## config.mk

```make
export PLATFORM = sky130hd
export DESIGN_NAME = dmem_arbiter_flat
export DESIGN_NICKNAME = d
export VERILOG_FILES = /design/src/rtl/dmem_arbiter_if.sv /design/src/rtl/dmem_arbiter.sv /design/src/flat_wrapper.sv
export SDC_FILE = /design/constraint.sdc
export NUM_CORES = 1
export LEC_CHECK = 0
export CORE_AREA = 2 2 123 125
export CTS_CLUSTER_SIZE = 28
export DETAILED_ROUTE_END_ITERATION = 10
export DIE_AREA = 0 0 125 127
export GPL_ROUTABILITY_DRIVEN = 1
export PLACE_DENSITY = 0.65
export SKIP_CTS_REPAIR_TIMING = 1
export SLEW_MARGIN = 15
export SYNTH_ARGS = -nofsm -noshare
export SYNTH_HDL_FRONTEND = slang
export SYNTH_SLANG_ARGS = --single-unit
export TNS_END_PERCENT = 20
```

## constraint.sdc

```tcl
create_clock -name CLK -period 2.1 [get_ports CLK]
set_clock_uncertainty 0.2 [all_clocks]
set_input_delay 0.42 -clock CLK [delete_from_list [all_inputs] [get_ports CLK]]
set_output_delay 0.42 -clock CLK [all_outputs]
set_load 0.01 [all_outputs]
```

## src/rtl/dmem_arbiter_if.sv

```systemverilog
// Request/response bundle for the two requesters of dmem_arbiter.
// Port 0 is the CPU load/store unit, port 1 the debug/DMA master.
// The per-port lock inputs exist only when DMEM_ARB_LOCK_EN is defined.
interface dmem_arbiter_if #(
    parameter int AW = 32,
    parameter int DW = 32
);
    logic          r0_valid;
    logic          r0_ready;
    logic          r0_we;
    logic [AW-1:0] r0_addr;
    logic [DW-1:0] r0_wdata;
    logic          r0_rvalid;
    logic [DW-1:0] r0_rdata;
    logic          r0_err;

    logic          r1_valid;
    logic          r1_ready;
    logic          r1_we;
    logic [AW-1:0] r1_addr;
    logic [DW-1:0] r1_wdata;
    logic          r1_rvalid;
    logic [DW-1:0] r1_rdata;
    logic          r1_err;

`ifdef DMEM_ARB_LOCK_EN
    logic          r0_lock;
    logic          r1_lock;
`endif

    // Arbiter side
    modport slave (
        input  r0_valid, r0_we, r0_addr, r0_wdata,
        output r0_ready, r0_rvalid, r0_rdata, r0_err,
        input  r1_valid, r1_we, r1_addr, r1_wdata,
        output r1_ready, r1_rvalid, r1_rdata, r1_err
`ifdef DMEM_ARB_LOCK_EN
        , input r0_lock, r1_lock
`endif
    );

    // Requester side
    modport master (
        output r0_valid, r0_we, r0_addr, r0_wdata,
        input  r0_ready, r0_rvalid, r0_rdata, r0_err,
        output r1_valid, r1_we, r1_addr, r1_wdata,
        input  r1_ready, r1_rvalid, r1_rdata, r1_err
`ifdef DMEM_ARB_LOCK_EN
        , output r0_lock, r1_lock
`endif
    );
endinterface

```

## src/rtl/dmem_arbiter.sv

```systemverilog
// dmem_arbiter: two-port round-robin arbiter in front of a single-port,
// word-addressed data memory (combinational read, write on posedge).
// Responses are registered and arrive one cycle after the accept.
// Misaligned accesses are accepted but never write and answer with err=1.
// Optional feature macro: DMEM_ARB_LOCK_EN (per-port bus lock / ownership).
module dmem_arbiter #(
    parameter int AW = 32,
    parameter int DW = 32,
    parameter int CW = 16
) (
    input  logic          CLK,
    input  logic          RST,
    dmem_arbiter_if.slave req,
    output logic          mem_we,
    output logic [AW-1:0] mem_addr,
    output logic [DW-1:0] mem_wd,
    input  logic [DW-1:0] mem_rd,
    output logic [CW-1:0] conflict_cnt
);

    typedef enum logic [1:0] {
        IDLE = 2'd0,
        OWN0 = 2'd1,
        OWN1 = 2'd2
    } ownState_e;

    ownState_e     state_q, state_d;
    logic          lastGrant_q, lastGrant_d;
    logic          grant0, grant1;
    logic          accept0, accept1;
    logic          lock0, lock1;
    logic          selWe;
    logic          aligned;

    logic          rvalid0_q, rvalid0_d;
    logic          rvalid1_q, rvalid1_d;
    logic          err0_q, err0_d;
    logic          err1_q, err1_d;
    logic [DW-1:0] rdata0_q, rdata0_d;
    logic [DW-1:0] rdata1_q, rdata1_d;
    logic [CW-1:0] conflictCnt_q;

`ifdef DMEM_ARB_LOCK_EN
    assign lock0 = req.r0_lock;
    assign lock1 = req.r1_lock;
`else
    assign lock0 = 1'b0;
    assign lock1 = 1'b0;
`endif

    assign accept0 = req.r0_valid & grant0;
    assign accept1 = req.r1_valid & grant1;

    // Ownership state and round-robin pointer registers
    always_ff @(posedge CLK) begin
        if (RST) begin
            state_q     <= IDLE;
            lastGrant_q <= 1'b1;
        end else begin
            state_q     <= state_d;
            lastGrant_q <= lastGrant_d;
        end
    end

    // Next ownership state; the pointer only moves on accepts outside a lock
    always_comb begin
        state_d     = state_q;
        lastGrant_d = lastGrant_q;
        if (accept0 || accept1) begin
            if (state_q == IDLE) begin
                lastGrant_d = accept1;
            end
            if (accept0) begin
                state_d = lock0 ? OWN0 : IDLE;
            end else begin
                state_d = lock1 ? OWN1 : IDLE;
            end
        end else if ((state_q == OWN0) && !req.r0_valid && !lock0) begin
            state_d = IDLE;
        end else if ((state_q == OWN1) && !req.r1_valid && !lock1) begin
            state_d = IDLE;
        end
    end

    // Grant decode: owner only while locked, otherwise round-robin on conflict
    always_comb begin
        grant0 = 1'b0;
        grant1 = 1'b0;
        case (state_q)
            OWN0: grant0 = req.r0_valid;
            OWN1: grant1 = req.r1_valid;
            default: begin
                if (req.r0_valid && req.r1_valid) begin
                    grant0 = lastGrant_q;
                    grant1 = ~lastGrant_q;
                end else begin
                    grant0 = req.r0_valid;
                    grant1 = req.r1_valid;
                end
            end
        endcase
    end

    // Steer the granted request onto the memory; writes are held off in reset
    always_comb begin
        mem_addr = '0;
        mem_wd   = '0;
        selWe    = 1'b0;
        if (grant0) begin
            mem_addr = req.r0_addr;
            mem_wd   = req.r0_wdata;
            selWe    = req.r0_we;
        end else if (grant1) begin
            mem_addr = req.r1_addr;
            mem_wd   = req.r1_wdata;
            selWe    = req.r1_we;
        end
        aligned = (mem_addr[1:0] == 2'b00);
        mem_we  = selWe & aligned & ~RST;
    end

    // Response contents for the cycle after an accept
    always_comb begin
        rvalid0_d = accept0;
        rvalid1_d = accept1;
        err0_d    = accept0 & ~aligned;
        err1_d    = accept1 & ~aligned;
        rdata0_d  = (accept0 && aligned && !req.r0_we) ? mem_rd : '0;
        rdata1_d  = (accept1 && aligned && !req.r1_we) ? mem_rd : '0;
    end

    // Response registers; reset drops anything in flight
    always_ff @(posedge CLK) begin
        if (RST) begin
            rvalid0_q <= 1'b0;
            rvalid1_q <= 1'b0;
            err0_q    <= 1'b0;
            err1_q    <= 1'b0;
            rdata0_q  <= '0;
            rdata1_q  <= '0;
        end else begin
            rvalid0_q <= rvalid0_d;
            rvalid1_q <= rvalid1_d;
            err0_q    <= err0_d;
            err1_q    <= err1_d;
            rdata0_q  <= rdata0_d;
            rdata1_q  <= rdata1_d;
        end
    end

    // Saturating count of cycles with both ports requesting
    always_ff @(posedge CLK) begin
        if (RST) begin
            conflictCnt_q <= '0;
        end else if (req.r0_valid && req.r1_valid && (conflictCnt_q != '1)) begin
            conflictCnt_q <= conflictCnt_q + CW'(1);
        end
    end

    assign req.r0_ready  = grant0;
    assign req.r1_ready  = grant1;
    assign req.r0_rvalid = rvalid0_q;
    assign req.r1_rvalid = rvalid1_q;
    assign req.r0_err    = err0_q;
    assign req.r1_err    = err1_q;
    assign req.r0_rdata  = rdata0_q;
    assign req.r1_rdata  = rdata1_q;
    assign conflict_cnt  = conflictCnt_q;

endmodule

```

## src/flat_wrapper.sv

```systemverilog
// flat-port wrapper written by rule: the top's interface ports become plain ports
module dmem_arbiter_flat 
#(
    parameter int AW = 32,
    parameter int DW = 32,
    parameter int CW = 16
)
  (CLK, RST, mem_we, mem_addr, mem_wd, mem_rd, conflict_cnt, req_r0_valid, req_r0_we, req_r0_addr, req_r0_wdata, req_r0_ready, req_r0_rvalid, req_r0_rdata, req_r0_err, req_r1_valid, req_r1_we, req_r1_addr, req_r1_wdata, req_r1_ready, req_r1_rvalid, req_r1_rdata, req_r1_err);
  dmem_arbiter_if #(.AW(AW), .DW(DW)) req_i ();
  input  logic CLK;
  input  logic RST;
  output logic mem_we;
  output logic [AW-1:0] mem_addr;
  output logic [DW-1:0] mem_wd;
  input  logic [DW-1:0] mem_rd;
  output logic [CW-1:0] conflict_cnt;
  input wire logic [$bits(req_i.r0_valid)-1:0] req_r0_valid;
  input wire logic [$bits(req_i.r0_we)-1:0] req_r0_we;
  input wire logic [$bits(req_i.r0_addr)-1:0] req_r0_addr;
  input wire logic [$bits(req_i.r0_wdata)-1:0] req_r0_wdata;
  output wire logic [$bits(req_i.r0_ready)-1:0] req_r0_ready;
  output wire logic [$bits(req_i.r0_rvalid)-1:0] req_r0_rvalid;
  output wire logic [$bits(req_i.r0_rdata)-1:0] req_r0_rdata;
  output wire logic [$bits(req_i.r0_err)-1:0] req_r0_err;
  input wire logic [$bits(req_i.r1_valid)-1:0] req_r1_valid;
  input wire logic [$bits(req_i.r1_we)-1:0] req_r1_we;
  input wire logic [$bits(req_i.r1_addr)-1:0] req_r1_addr;
  input wire logic [$bits(req_i.r1_wdata)-1:0] req_r1_wdata;
  output wire logic [$bits(req_i.r1_ready)-1:0] req_r1_ready;
  output wire logic [$bits(req_i.r1_rvalid)-1:0] req_r1_rvalid;
  output wire logic [$bits(req_i.r1_rdata)-1:0] req_r1_rdata;
  output wire logic [$bits(req_i.r1_err)-1:0] req_r1_err;
  assign req_i.r0_valid = req_r0_valid;
  assign req_i.r0_we = req_r0_we;
  assign req_i.r0_addr = req_r0_addr;
  assign req_i.r0_wdata = req_r0_wdata;
  assign req_r0_ready = req_i.r0_ready;
  assign req_r0_rvalid = req_i.r0_rvalid;
  assign req_r0_rdata = req_i.r0_rdata;
  assign req_r0_err = req_i.r0_err;
  assign req_i.r1_valid = req_r1_valid;
  assign req_i.r1_we = req_r1_we;
  assign req_i.r1_addr = req_r1_addr;
  assign req_i.r1_wdata = req_r1_wdata;
  assign req_r1_ready = req_i.r1_ready;
  assign req_r1_rvalid = req_i.r1_rvalid;
  assign req_r1_rdata = req_i.r1_rdata;
  assign req_r1_err = req_i.r1_err;
  dmem_arbiter #(.AW(AW), .DW(DW), .CW(CW)) u_core (.CLK(CLK), .RST(RST), .req(req_i), .mem_we(mem_we), .mem_addr(mem_addr), .mem_wd(mem_wd), .mem_rd(mem_rd), .conflict_cnt(conflict_cnt));
endmodule
```

# Yosys cells after proc, flatten, opt, wreduce, memory -nomap -nowiden
# Index checks and enable logic that the tools add are counted.
# classes
addsub	1
n_eq_ne	1
muxes	8
n_bitwise	11
reduce_logical	12
# op_table
cell	n
2-to-1 mux 32 bit	4
adder 16 x 1 -> 16 bit (second input constant)	1
inequality test 16 bit (second input constant)	1
bitwise AND 1 bit	6
logical AND 1 bit	6
NOT 1 bit	5
2-to-1 mux 1 bit	4
OR reduction 2 bit	2
zero test 1 bit	2
zero test 2 bit	1
logical OR 1 bit	1
# totals
register_bits	85
in_bits	166
output_inout_bits	151
elab_cells	41

# Depth between registers and ports, before layout
# logic_depth
ltp_word	9
depth_mapped	7

# Least setup slack after synthesis
# OpenSTA, ideal clock, no wires.
# synth_path
path_type	in2out
from	input req_r0_valid
to	output mem_wd[22]
arrival_time_ns	1.510
required_ns	1.480
path_slack_ns	-0.030
cell_stages	5
n_path_buf	3
cell_sequence	buf_2 > and2_1 > clkbuf_1 > clkbuf_1 > a22o_1
# synth_via
word_cells_on_any_way	5
cone_classes	mux (4); reduce/logical (1)
# synth_rtl
item	line	rtl
start: declaration	flat_wrapper.sv:17	input wire logic [$bits(req_i.r0_valid)-1:0] req_r0_valid;
logical AND 1 bit	dmem_arbiter.sv:93	if (req.r0_valid && req.r1_valid) begin
2-to-1 mux 1 bit *	dmem_arbiter.sv:93	
net req_r0_ready	flat_wrapper.sv:21	output wire logic [$bits(req_i.r0_ready)-1:0] req_r0_ready;
2-to-1 mux 32 bit *	dmem_arbiter.sv:109	if (grant0) begin
end: declaration	flat_wrapper.sv:14	output logic [DW-1:0] mem_wd;
# The timed path passes the listed nets; every way through them passes the cells marked *.

# Worst setup path in the final report
# layout_path
from	register u_core.lastGrant_q
to	output mem_we
# layout_via
elab_chain_len	7
word_cells_on_any_way	10
cone_classes	mux (6); bitwise (3); reduce/logical (1)
# layout_rtl
item	line	rtl
start: declaration	dmem_arbiter.sv:28	logic lastGrant_q, lastGrant_d;
start signal: assignment	dmem_arbiter.sv:61	lastGrant_q <= lastGrant_d;
NOT 1 bit	dmem_arbiter.sv:95	grant1 = ~lastGrant_q;
2-to-1 mux 1 bit	dmem_arbiter.sv:93	
2-to-1 mux 32 bit	dmem_arbiter.sv:113	end else if (grant1) begin
2-to-1 mux 32 bit	dmem_arbiter.sv:109	
zero test 2 bit	dmem_arbiter.sv:118	aligned = (mem_addr[1:0] == 2'b00);
bitwise AND 1 bit * (2 in series)	dmem_arbiter.sv:119	mem_we = selWe & aligned & ~RST;
end: declaration	flat_wrapper.sv:12	output logic mem_we;
# Mark *: on every way between the ends. The rest lies on a longest branch, timed or not.

==> flow_metrics.env <==
export IMPL_worst_setup_path_end_kind="output pin"
export IMPL_crit_chain="nand2b_4 > buf_6 > buf_6 > a32o_2 > nor3_2 > buf_2"
export IMPL_cap_violations=0
export IMPL_met3WireLength_microns=1291
export IMPL_place_ws_ps=-850.4
export IMPL_final_layout_size_suffix_gt1_share_pct=20.56
export IMPL_core_area_sq_um=14420
export IMPL_max_stage_delay_ps=330
export IMPL_finalHoldViolCount=0
export IMPL_wirelength_met1_microns=7123
export IMPL_die_h_microns=127
export IMPL_grtUsageTotal_pct=21.65
export IMPL_max_freq_mhz=448.4
export IMPL_cp_common_cell="buf_6"
export IMPL_critPathBufInv=3
export IMPL_outcome="finished, violations left"
export IMPL_pin_count=317
export IMPL_swShare_pct=23.59
export IMPL_avgSynthCellArea_sq_um=10.37
export IMPL_synth_adder_area_share_pct=0.3602
export IMPL_min_path_type="register to register"
export IMPL_hpwl_microns=15000
export IMPL_min_period_ps=2230
export IMPL_setup_viol=65
export IMPL_violations="setup timing"
export IMPL_final_cell_mix="247 x clkdlybuf4s50_1, 83 x dfxtp_1, 65 x and2_1, 55 x a22o_1, 40 x clkbuf_2"
export IMPL_r2r_start="u_core.lastGrant_q"
export IMPL_grt_pass1_wl_microns=25430
export IMPL_fin_crit_sh_pct=106.2
export IMPL_async_flop_share_pct=0
export IMPL_power_switching_mw=1.039
export IMPL_cp_start_kind="register"
export IMPL_cts_root_buffer="clkbuf_16"
export IMPL_drt_pre_antenna_iters=4
export IMPL_portBuffers=316
export IMPL_seq_power_share_pct=37.7
export IMPL_synthSimpleGateAreaFrac_pct=22.95
export IMPL_numCtsBuffers=9
export IMPL_area_growth_pct=115.7
export IMPL_cp_required_ps=1480
export IMPL_startpoint="u_core.lastGrant_q"
export IMPL_synth_xor_area_share_pct=0
export IMPL_grt_start_max_net_pins=44
export IMPL_die_area_sq_um=15880
export IMPL_synthMuxAreaShare_pct=2.233
export IMPL_clockBufferDepth=2
export IMPL_synth_area_sq_um=3473
export IMPL_synth_ff_type="dfxtp_1"
export IMPL_die_x_microns=125
export IMPL_path_clk_slew_ps=60
export IMPL_worst_endpoint_arrival_ps=1610
export IMPL_topRoutingLayerUsed="met4"
export IMPL_synth_edf_count=0
export IMPL_yosysUniqueCellTypes=43
export IMPL_final_common_cell="clkdlybuf4s50_1"
export IMPL_dr_wl_met2_microns=9808
export IMPL_drt_iter0_drc=215
export IMPL_rows=44
export IMPL_antenna_found_initial=8
export IMPL_power_density_nw_per_um2=587.8
export IMPL_cts_max_level=3
export IMPL_via_count=4126
export IMPL_fin_setup_tns_ps=-4718
export IMPL_hp_start="u_core.conflict_cnt[7]"
export IMPL_multi_input_comb_area_sq_um=1738
export IMPL_clk_latency_ps=330
export IMPL_grt_overflow=0
export IMPL_start_util_pct=24.08
export IMPL_wl_microns=19120
export IMPL_ys_ff_latch=85
export IMPL_synth_top_family_by_area="simple AND/OR/NAND/NOR gates"
export IMPL_p_leak_nw=3.185
export IMPL_slew_headroom_pct=75.66
export IMPL_p_int_mw=3.366
export IMPL_drc=0
export IMPL_crit_family="buffers and inverters"
export IMPL_critPathKind="register to output pin"
export IMPL_syn_nets=502
export IMPL_grt_pass1_vias=4048
export IMPL_ys_seq_area_share_pct=48.99
export IMPL_postRouteAntennaNets=0
export IMPL_wire_per_inst_microns=21.88
export IMPL_cts_tree="built"
export IMPL_layout_nets=843
export IMPL_n_fill_cell=1301
export IMPL_synth_compound_area_share_pct=21.11
export IMPL_gp_congestion=0.9364
export IMPL_critPathSlowestCell="dfxtp_2"
export IMPL_clock_sinks=85
export IMPL_setup_ws_ps=-130.1
export IMPL_ys_warn_count=0
export IMPL_clockPowerShare_pct=38.5
export IMPL_seq_area_sq_um=1704
export IMPL_slew_viol_final=0
export IMPL_irDropWorstVdd_uv=320.5
export IMPL_worstPathMaxFanout=3
export IMPL_rsz0062_at_grt="true"
export IMPL_pwr_share_comb_pct=23.8
export IMPL_vias_per_cell=4.721
export IMPL_synthCells=335
export IMPL_worstMarginPinSlew_ps=364.6
[power groups by stage]
stage	Combinational, mW	Clock, mW	Sequential, mW
floorplan	0.285	0	1.71
global placement	1.01	0	1.69
detailed placement	1.01	0	1.69
CTS	1.03	1.74	1.66
global route	1.10	1.80	1.66
finish	1.05	1.70	1.66
[state kept, by name, indices dropped and copies added, names as in the netlist]
name,flops
u_core.req.r1_rdata,32
u_core.req.r0_rvalid,1
u_core.req.r0_err,1
u_core.req.r1_err,1
u_core.lastGrant_q,1
u_core.req.r0_rdata,32
u_core.conflict_cnt,16
u_core.req.r1_rvalid,1
[logic make-up after synthesis]
family / Yosys count
compound gates: 87
buf+inv: 27
fa+ha+maj: 1
simple gates: 128
flops: 85
mux: 7
[cells in the mapped netlist, drive strengths merged, types with 2 or more instances]
library cell / number / area, sq um
and2: 67 / 421.7
clkbuf: 13 / 48.80
a21oi: 3 / 15.01
dfxtp: 85 / 1702
and4: 3 / 26.28
nand3: 5 / 25.02
a211oi: 4 / 30.03
nor2b: 9 / 56.30
mux2: 6 / 67.56
a31oi: 5 / 31.28
inv: 4 / 15.01
a22o: 63 / 551.8
o21ai: 2 / 10.01
nor4b: 2 / 47.55
nor3: 7 / 40.04
nor2: 12 / 45.04
a32o: 2 / 21.27
nand4: 4 / 25.02
nand2: 8 / 30.03
buf: 10 / 87.58
and3: 6 / 37.54
[path summary, 6_finish.rpt]
kind,cells after the start,slack (ps),to
worst min register to register,1,310,u_core.conflict_cnt[7]
worst max-delay path,6,-130,mem_we
worst max register to register,8,100,u_core.req.r1_rdata[19]
worst min-delay path,1,310,u_core.conflict_cnt[7]
[per-stage QoR]
step	power (mW)	instances	cell area, sq um	util [%]	hold slack, ps
floorplan	1.992	335	3475	-	301.0
global placement	2.705	837	7002	48.54	294.2
detailed placement	2.709	837	7002	48.54	306.2
CTS	4.420	853	7327	50.80	315.1
global route	4.566	872	7488	51.92	366.0
finish	4.405	874	7493	51.95	310.7
[final cells by class]
class / count / share of cell area [%]
timing repair buffer: 352 / 46.15
sequential: 85 / 22.74
clock buffer: 11 / 3.239
antenna: 9 / 0.3006
tap: 184 / 3.072
multi-input combinational: 224 / 23.19
clock inverter: 5 / 1.102
inverter: 4 / 0.2004
[routing by layer]
metal | up-vias | track usage (%)
li1 | 1913 | -
met1 | 1935 | 23.58
met2 | 232 | 37.76
met3 | 46 | 5.863
met4 | 0 | 13.07
met5 | - | 0
No activity file was read; power rests on OpenSTA's default activity.
